## config.mk

```make
export PLATFORM = sky130hd
export DESIGN_NAME = axis_fifo_frame_arbiter
export DESIGN_NICKNAME = d
export VERILOG_FILES = /design/src/rtl/axis_fifo_frame_arbiter.sv
export SDC_FILE = /design/constraint.sdc
export NUM_CORES = 1
export LEC_CHECK = 0
export ABC_CLOCK_PERIOD_IN_PS = 2300
export BUFFER_PORTS_ARGS = -buffer_cell sky130_fd_sc_hd__buf_2
export CAP_MARGIN = 0
export CELL_PAD_IN_SITES_DETAIL_PLACEMENT = 2
export CELL_PAD_IN_SITES_GLOBAL_PLACEMENT = 2
export CORE_ASPECT_RATIO = 1.75
export CORE_MARGIN = 2
export CORE_UTILIZATION = 20
export DETAILED_ROUTE_END_ITERATION = 10
export PLACE_DENSITY = 0.78
export SYNTH_ARGS = -nofsm -noshare
export SYNTH_HDL_FRONTEND = slang
export SYNTH_SLANG_ARGS = --single-unit
```

## constraint.sdc

```tcl
create_clock -name M_AXIS_ACLK -period 2.3 [get_ports M_AXIS_ACLK]
set_clock_uncertainty 0.1 [all_clocks]
set_input_delay 0.115 -clock M_AXIS_ACLK [delete_from_list [all_inputs] [get_ports M_AXIS_ACLK]]
set_output_delay 0.115 -clock M_AXIS_ACLK [all_outputs]
set_load 0.01 [all_outputs]
```

## src/rtl/axis_fifo_frame_arbiter.sv

```systemverilog
// Round-robin arbiter that drains whole frames from NUM_CH FWFT FIFOs onto one
// AXI4-Stream master port, re-arbitrating after every TLAST beat.
module axis_fifo_frame_arbiter #(
    parameter int C_M_AXIS_TDATA_WIDTH = 32,
    parameter int NUM_CH               = 4,
    parameter int C_M_START_COUNT      = 32,
    parameter int LENGTH_OF_FRAME      = 1024
) (
    input  logic                                     M_AXIS_ACLK,
    input  logic                                     M_AXIS_ARESETN,
    input  logic [NUM_CH*C_M_AXIS_TDATA_WIDTH-1:0]   fifo_dout,
    input  logic [NUM_CH-1:0]                        fifo_empty,
    input  logic [NUM_CH-1:0]                        fifo_prog_empty,
    input  logic [NUM_CH-1:0]                        ch_enable,
    output logic [NUM_CH-1:0]                        fifo_rd_en,
    output logic                                     M_AXIS_TVALID,
    output logic [C_M_AXIS_TDATA_WIDTH-1:0]          M_AXIS_TDATA,
    output logic [C_M_AXIS_TDATA_WIDTH/8-1:0]        M_AXIS_TKEEP,
    output logic                                     M_AXIS_TLAST,
    input  logic                                     M_AXIS_TREADY,
    output logic [$clog2(NUM_CH)-1:0]                cur_ch,
    output logic                                     frame_done,
    output logic [1:0]                               state_dbg
);

    localparam int W       = C_M_AXIS_TDATA_WIDTH;
    localparam int CH_W    = $clog2(NUM_CH);
    localparam int BEAT_W  = $clog2(LENGTH_OF_FRAME) + 1;
    localparam int START_W = $clog2(C_M_START_COUNT) + 1;
    localparam logic [START_W-1:0] START_LAST = START_W'(C_M_START_COUNT - 1);
    localparam logic [BEAT_W-1:0]  BEAT_LAST  = BEAT_W'(LENGTH_OF_FRAME - 1);

    typedef enum logic [1:0] {
        S_WAIT = 2'd0,
        S_ARB  = 2'd1,
        S_SEND = 2'd2
    } state_t;

    state_t              state, state_nxt;
    logic [START_W-1:0]  start_cnt, start_cnt_nxt;
    logic [BEAT_W-1:0]   beat_cnt, beat_cnt_nxt;
    logic [CH_W-1:0]     rr_ptr, rr_ptr_nxt;
    logic [CH_W-1:0]     cur_ch_nxt;
    logic                frame_done_nxt;

    logic [NUM_CH-1:0]   eligible;
    logic                grant_vld;
    logic [CH_W-1:0]     grant_ch;
    logic [CH_W-1:0]     search_idx;
    logic                hs;
    logic                last_beat;

    assign state_dbg    = state;
    assign eligible     = ch_enable & ~fifo_prog_empty;
    assign M_AXIS_TKEEP = '1;
    assign M_AXIS_TDATA = fifo_dout[cur_ch*W +: W];

    // Handshake: a beat transfers on a cycle where TVALID and TREADY are both
    // high. TVALID only follows the granted FIFO's empty flag, and that FIFO's
    // head advances solely on rd_en, so a stalled beat stays valid and stable.
    assign M_AXIS_TVALID = (state == S_SEND) && !fifo_empty[cur_ch];
    assign hs            = M_AXIS_TVALID && M_AXIS_TREADY;
    assign last_beat     = (beat_cnt == BEAT_LAST);
    assign M_AXIS_TLAST  = M_AXIS_TVALID && last_beat;

    always_comb begin
        for (int i = 0; i < NUM_CH; i++) begin
            fifo_rd_en[i] = hs && (cur_ch == CH_W'(i));
        end
    end

    // Rotating-priority search starting just above the last granted channel.
    always_comb begin
        grant_vld  = 1'b0;
        grant_ch   = '0;
        search_idx = '0;
        for (int k = 1; k <= NUM_CH; k++) begin
            search_idx = CH_W'((int'(rr_ptr) + k) % NUM_CH);
            if (!grant_vld && eligible[search_idx]) begin
                grant_vld = 1'b1;
                grant_ch  = search_idx;
            end
        end
    end

    always_ff @(posedge M_AXIS_ACLK or negedge M_AXIS_ARESETN) begin
        if (!M_AXIS_ARESETN) begin
            state      <= S_WAIT;
            start_cnt  <= '0;
            beat_cnt   <= '0;
            rr_ptr     <= CH_W'(NUM_CH - 1);
            cur_ch     <= '0;
            frame_done <= 1'b0;
        end else begin
            state      <= state_nxt;
            start_cnt  <= start_cnt_nxt;
            beat_cnt   <= beat_cnt_nxt;
            rr_ptr     <= rr_ptr_nxt;
            cur_ch     <= cur_ch_nxt;
            frame_done <= frame_done_nxt;
        end
    end

    always_comb begin
        state_nxt      = state;
        start_cnt_nxt  = start_cnt;
        beat_cnt_nxt   = beat_cnt;
        rr_ptr_nxt     = rr_ptr;
        cur_ch_nxt     = cur_ch;
        frame_done_nxt = 1'b0;
        case (state)
            S_WAIT: begin
                if (start_cnt == START_LAST) begin
                    state_nxt = S_ARB;
                end else begin
                    start_cnt_nxt = start_cnt + 1'b1;
                end
            end
            S_ARB: begin
                if (grant_vld) begin
                    cur_ch_nxt   = grant_ch;
                    rr_ptr_nxt   = grant_ch;
                    beat_cnt_nxt = '0;
                    state_nxt    = S_SEND;
                end
            end
            S_SEND: begin
                // Enable/prog_empty are not consulted here: a started frame always finishes.
                if (hs) begin
                    if (last_beat) begin
                        beat_cnt_nxt   = '0;
                        frame_done_nxt = 1'b1;
                        state_nxt      = S_ARB;
                    end else begin
                        beat_cnt_nxt = beat_cnt + 1'b1;
                    end
                end
            end
            default: state_nxt = S_WAIT;
        endcase
    end

endmodule

```

==> flow_summary.toml, run 1 <==
[min_path]
hold_depth = 2
hold_path.class = "in2reg"
min-delay-start = "M_AXIS_TREADY"
hold_end = "frame_done"

[sta]
fin_crit_ps = 2180
final-hold-violation-count = 0
fin_crit_sh_pct = 94.8
slew_violations = 0
max_freq_mhz = 459
finalSetupViolCount = 0
tightest_slew_ps = 675
setup_tns_ps = 0
relSlewSlack_pct = 55.0
rsz0062_at_grt = "no"

[route]
first_iter_violations = 56
drc_errors = 0
wl_met3_mm = 1.57
vias_per_cell = 4.86
totalWireLength_mm = 11.3
wl_met2_mm = 5.96
drt_first_pass_iters = 4
highest_layer = "met5"
ant_nets = 0
routedLengthMet1_mm = 3.46
via_count = 2506
wl_per_cell_um = 21.8

[setup_path]
r2r-start = "beat_cnt[0]"
cp_cell_sequence = "mux2_2 > o22ai_4 > and2_4 > and3_1 > buf_2"
worstPathMaxFanout = 8
end_kind = "primary output"
cp.arrival_ps = 1970
cp_slowest_cell = "dfrtp_1"
cpPeakStageDelay_ps = 500
crit_type = "reg2out"
cp.required_ps = 2090
ff2ff_path_depth = 6
regToRegSetupSlack_ps = 240
rr_endpoint = "beat_cnt[3]"
start_kind = "flop"

[synth]
yosysTopAreaCellShare_pct = 32.6
synth_area_per_cell_um2 = 11.6
synthTopCellsByArea = "mux4_2 (33%), dfrtp_1 (26%), nand2_1 (2.6%)"
yosysTopAreaCell = "mux4_2"
synth_common_cells = "mux4_2 (31), dfrtp_1 (22), nand2_1 (15)"
synth_cell_types = 47
synth-edff-count = 0
synth_ff_type = "dfrtp_1"
synthCells = 185
seq_area_frac_synth_pct = 28.2
netlist_area_mm2 = 0.00214
ys_ff_latch = 24
synth_warnings = 0
async_reset_ff_share_pct = 100
synth.most_common_cell = "mux4_2"

[global_route]
grt_pass1_vias = 2782
antenna_found_initial = 20
grt_pass1_wl_mm = 15.9
track_usage_pct = 19.0
grt_overflow = 0
grt_max_degree = 35

[cts]
cts_hold_buf = 1
insertion_delay_ps = 270
clock-sinks = 24
cts_resized = 0
post-cts-setup-buffers = 0
h-tree-depth = 1
numCtsBuffers = 3
cts-root-buf = "clkbuf_16"
clkTransAtPathRegs_ps = 70
clock_path_buffers = 2
cts_tree = "done"

[placed_design]
gp_congestion = 0.863
dp_cells = 494
port_buffers = 185
dp_hpwl_mm = 9.98

[floorplan]
core-area_mm2 = 0.0106
die_y_um = 141
die_area_mm2 = 0.0116
start_util_pct = 20.3
chipWidth_um = 82.2
io_pins = 190
rows = 50

[power_and_ir_drop]
ir_worst_vdd_mv = 1.04
power_density_mw_per_mm2 = 950
p_leak_nw = 1.60

[finish]
syn_to_final_growth_pct = 57.3
layoutNonFillerInstCount = 516
drive_above_1_share_pct = 64.2
nNetsFinal = 515

[flow_run]
max-cap-violations = 0

[status]
status = "complete, no violations"
## worst max path at each step
stage	from	to	slack [ps]	cells past startpoint
5_1_grt	cur_ch[1]	fifo_rd_en[3]	20	5
6_report	cur_ch[1]	fifo_rd_en[3]	120	5
2_1_floorplan	cur_ch[0]	beat_cnt[5]	440	6
3_5_place_dp	beat_cnt[0]	beat_cnt[3]	230	6
4_1_cts	cur_ch[1]	fifo_rd_en[3]	100	5
3_3_place_gp	beat_cnt[0]	beat_cnt[7]	350	6
## routing by layer
layer	up-vias	GRT usage [%]
met5	-	0
met4	6	7.11
met3	19	9.60
met2	147	35.0
met1	1214	16.6
li1	1120	-
## state kept, by name, indices dropped and copies added, names as in the netlist
signal / cells
beat_cnt: 11
frame_done: 1
rr_ptr: 2
state_dbg: 2
cur_ch: 2
start_cnt: 6
## metrics by stage
| stage | setup slack, ps | power (mW) | hold WS [ps] | instance area, µm² | util, % |
|---|---|---|---|---|---|
| finish | 120 | 3.20 | 87.8 | 3370 | 31.9 |
| CTS | 101 | 3.24 | 94.3 | 3330 | 31.5 |
| global placement | 348 | 2.64 | 38.0 | 3210 | 30.4 |
| floorplan | 439 | 1.98 | -281 | 2150 | - |
| detailed placement | 232 | 2.72 | 47.1 | 3210 | 30.4 |
| global route | 23.5 | 3.43 | 111 | 3360 | 31.8 |
## worst max-delay path: cells and delay by family (launching register included)
| kind | cells | cell delay, ps |
|---|---|---|
| simple gates | 2 | 400 |
| buf+inv | 1 | 130 |
| compound gates | 1 | 260 |
| flops | 1 | 500 |
| mux | 1 | 410 |
## layout by cell type, fill, tap and decap left out, drive strengths merged, types with 4 or more instances in the layout
cell type / Yosys / routed
buf: 11 / 189
mux4: 32 / 32
dfrtp: 22 / 22
diode: 0 / 17
nand2: 16 / 16
o21ai: 12 / 12
nor2: 11 / 11
nand3: 10 / 10
nand2b: 8 / 8
and3: 5 / 5
nor2b: 4 / 4
a21oi: 4 / 4
o31ai: 4 / 4
xnor2: 4 / 4
conb: 1 / 4
## logic make-up (layout without fill, tap and decap cells)
logic type,count (synthesis),in the layout,synth area share (%)
and+or+nand+nor,66,66,16.5
muxes,35,35,35.4
AOI/OAI and AO/OA,34,34,11.4
DFF,24,24,28.2
buffers and inverters,15,196,3.80
xor gates and xnor gates,6,6,2.45
adders and majority gates,4,4,2.10
other,1,21,0.175
## power by group
group / switching, mW / internal [mW] / leakage (nW) / total (mW)
combinational: 0.975 / 1.01 / 1.24 / 1.98
clock: 0.168 / 0.347 / 0.0512 / 0.515
sequential: 0.148 / 0.553 / 0.310 / 0.701
## cell type report
class	count	area [µm²]
inverter	2	7.51
sequential	24	604
timing repair buffer	190	978
clock inverter	1	30.0
tap	130	163
antenna	17	42.5
clock buffer	3	75.1
multi-input combinational	149	1470
fill	1243	7200
Power figures use the tool's default switching activity.
==> run 2, diff against run 1 <==
--- a/config.mk
+++ b/config.mk
@@ -8,7 +8,7 @@
 export ABC_CLOCK_PERIOD_IN_PS = 2300
 export BUFFER_PORTS_ARGS = -buffer_cell sky130_fd_sc_hd__buf_2
 export CAP_MARGIN = 0
-export CELL_PAD_IN_SITES_DETAIL_PLACEMENT = 2
+export CELL_PAD_IN_SITES_DETAIL_PLACEMENT = 1
 export CELL_PAD_IN_SITES_GLOBAL_PLACEMENT = 2
 export CORE_ASPECT_RATIO = 1.75
 export CORE_MARGIN = 2
==> run 2 against run 1 <==
Compared with the run above: total power decreased by 3.0%; routed wire length down 5.4%; largest power group unchanged; highest routed layer unchanged; clock-buffer cell count is 1 higher; utilization down 0.24 points; critical endpoint unchanged.
==> flow_summary.toml, run 2 (synthesis results as in run 1) <==
[status]
status = "complete, no violations"

[setup_path]
cp.arrival_ps = 1970
cp_cell_sequence = "or3b_4 > o22ai_4 > and2_4 > and3_1 > buf_2"
cp_slowest_cell = "dfrtp_1"
cp_num_buf_inv = 1
cp.required_ps = 2090
cp_top_family = "simple AND/OR/NAND/NOR gates"
crit_type = "reg2out"
start_kind = "flop"
cpPeakStageDelay_ps = 460
worstPathMaxFanout = 8
end_kind = "primary output"

[route]
drc_errors = 0
vias_per_cell = 4.89
via_count = 2502
first_iter_violations = 52
drt_first_pass_iters = 4
wl_per_cell_um = 20.8
totalWireLength_mm = 10.6
ant_nets = 0

[power_and_ir_drop]
seq_power_share_pct = 22.9
p_sw_mw = 1.27
cellInternalPower_mw = 1.83
pwr-share-comb_pct = 63.2
p_clk_share_pct = 13.9
ir_worst_vdd_mv = 0.972
p_sw_share_pct = 41.0
p_leak_nw = 1.59
power_density_mw_per_mm2 = 928

[finish]
syn_to_final_growth_pct = 56.1
final_common_cell = "buf_2"
seq_area_um2 = 606
design_area_mm2 = 0.00334
largest_register_ffs = 11
top_regs = "beat_cnt (11), start_cnt (6)"
top_register = "beat_cnt"
fillers = 1275
layoutNonFillerInstCount = 512
nNetsFinal = 515
mostFrequentLayoutCells = "buf_2 (185), mux4_2 (31), dfrtp_1 (20), nand2_1 (15)"
multi_input_area_mm2 = 0.00147
drive_above_1_share_pct = 64.5

[cts]
numCtsBuffers = 3
h-tree-depth = 1
cts-root-buf = "clkbuf_16"
clock-sinks = 24
post-cts-setup-buffers = 0
insertion_delay_ps = 270
clkTransAtPathRegs_ps = 60
cts_tree = "done"
clock_path_buffers = 2

[placed_design]
port_buffers = 185
placed_area_mm2 = 0.00321
dp_hpwl_mm = 9.33
dp_cells = 494
gp_congestion = 0.863

[floorplan]
io_pins = 190
die_y_um = 141
rows = 50
core-area_mm2 = 0.0106
chipWidth_um = 82.2
die_area_mm2 = 0.0116
start_util_pct = 20.3

[sta]
slew_violations = 0
relSlewSlack_pct = 52.5
rsz0062_at_grt = "no"
setup_tns_ps = 0
finalSetupViolCount = 0
max_freq_mhz = 458
tightest_slew_ps = 712
fin_crit_sh_pct = 95.0
final-hold-violation-count = 0
fin_crit_ps = 2190

[global_route]
antenna_found_initial = 17
grt_max_degree = 35
grt_pass1_wl_mm = 15.2
grt_pass1_vias = 2731
grt_overflow = 0
track_usage_pct = 18.0

[min_path]
hold_path.class = "in2reg"

[flow_run]
max-cap-violations = 0
-- run 2: cell count changes in the layout (fill, tap and decap cells not counted) --
cell       change
bufinv_16      -1
dfrtp_1        -1
clkbuf_8       +1
dfrtp_2        +1
diode_2        -4
-- run 2: worst paths after layout --
check                                     end  cells past startpoint  slack (ps)           start
worst min register to register    beat_cnt[4]                      1         390     beat_cnt[4]
max in group asynchronous           cur_ch[0]                      2        1410  M_AXIS_ARESETN
worst max register to register    beat_cnt[3]                      6         200     beat_cnt[0]
worst min-delay path               frame_done                      2          90   M_AXIS_TREADY
min in group asynchronous         beat_cnt[0]                      2         260  M_AXIS_ARESETN
worst max-delay path            fifo_rd_en[3]                      5         110    state_dbg[0]
-- run 2: power groups by stage --
stage               logic (mW)  clock network (mW)  registers [mW]
finish                    1.96               0.430           0.711
global route              2.15               0.457           0.731
CTS                       1.99               0.440           0.707
detailed placement        1.98                   0           0.711
global placement          1.95                   0           0.694
floorplan                 1.32                   0           0.668
-- run 2: through the flow --
step	power (mW)	hold slack (ps)	util (%)	setup WS [ps]
2_1_floorplan	1.98	-281	-	439
3_3_place_gp	2.64	38.0	30.4	348
3_5_place_dp	2.69	45.6	30.4	190
4_1_cts	3.14	84.8	31.3	72.8
5_1_grt	3.34	100	31.5	11.5
6_report	3.10	91.1	31.6	115
-- run 2: worst register-to-register path, cell delays in order (launching register included) --
cell and delay [ps]:
dfrtp_1 430, ha_1 270, nand2_1 100, and4bb_2 290, nor2_1 390, nand2_4 140, o31ai_1 280
-- run 2: per-layer routing --
metal  routed length (µm)  up-vias  share of wire (%)  track usage (%)
met5                   75        -               0.70                0
met4                  218       10                2.0             7.11
met3                 1570       23                 15             8.71
met2                 5380      160                 50             32.4
met1                 3410     1194                 32             16.8
li1                     -     1115                  -                -
-- run 2: timing repair --
action | in CTS | in global routing
resized for setup | 0 | 1
hold buffers | 1 | 0
endpoints found under the hold margin | 22 | 0
endpoints found under the setup margin | 0 | 2
-- run 2: final cells by class --
cell class	count	area share, %
inverters	2	0.224
multi-input cells	149	43.9
flip-flops and latches	24	18.1
repair buffers	190	29.3
clock buffers	4	2.66
well taps	130	4.86
diodes	13	0.973
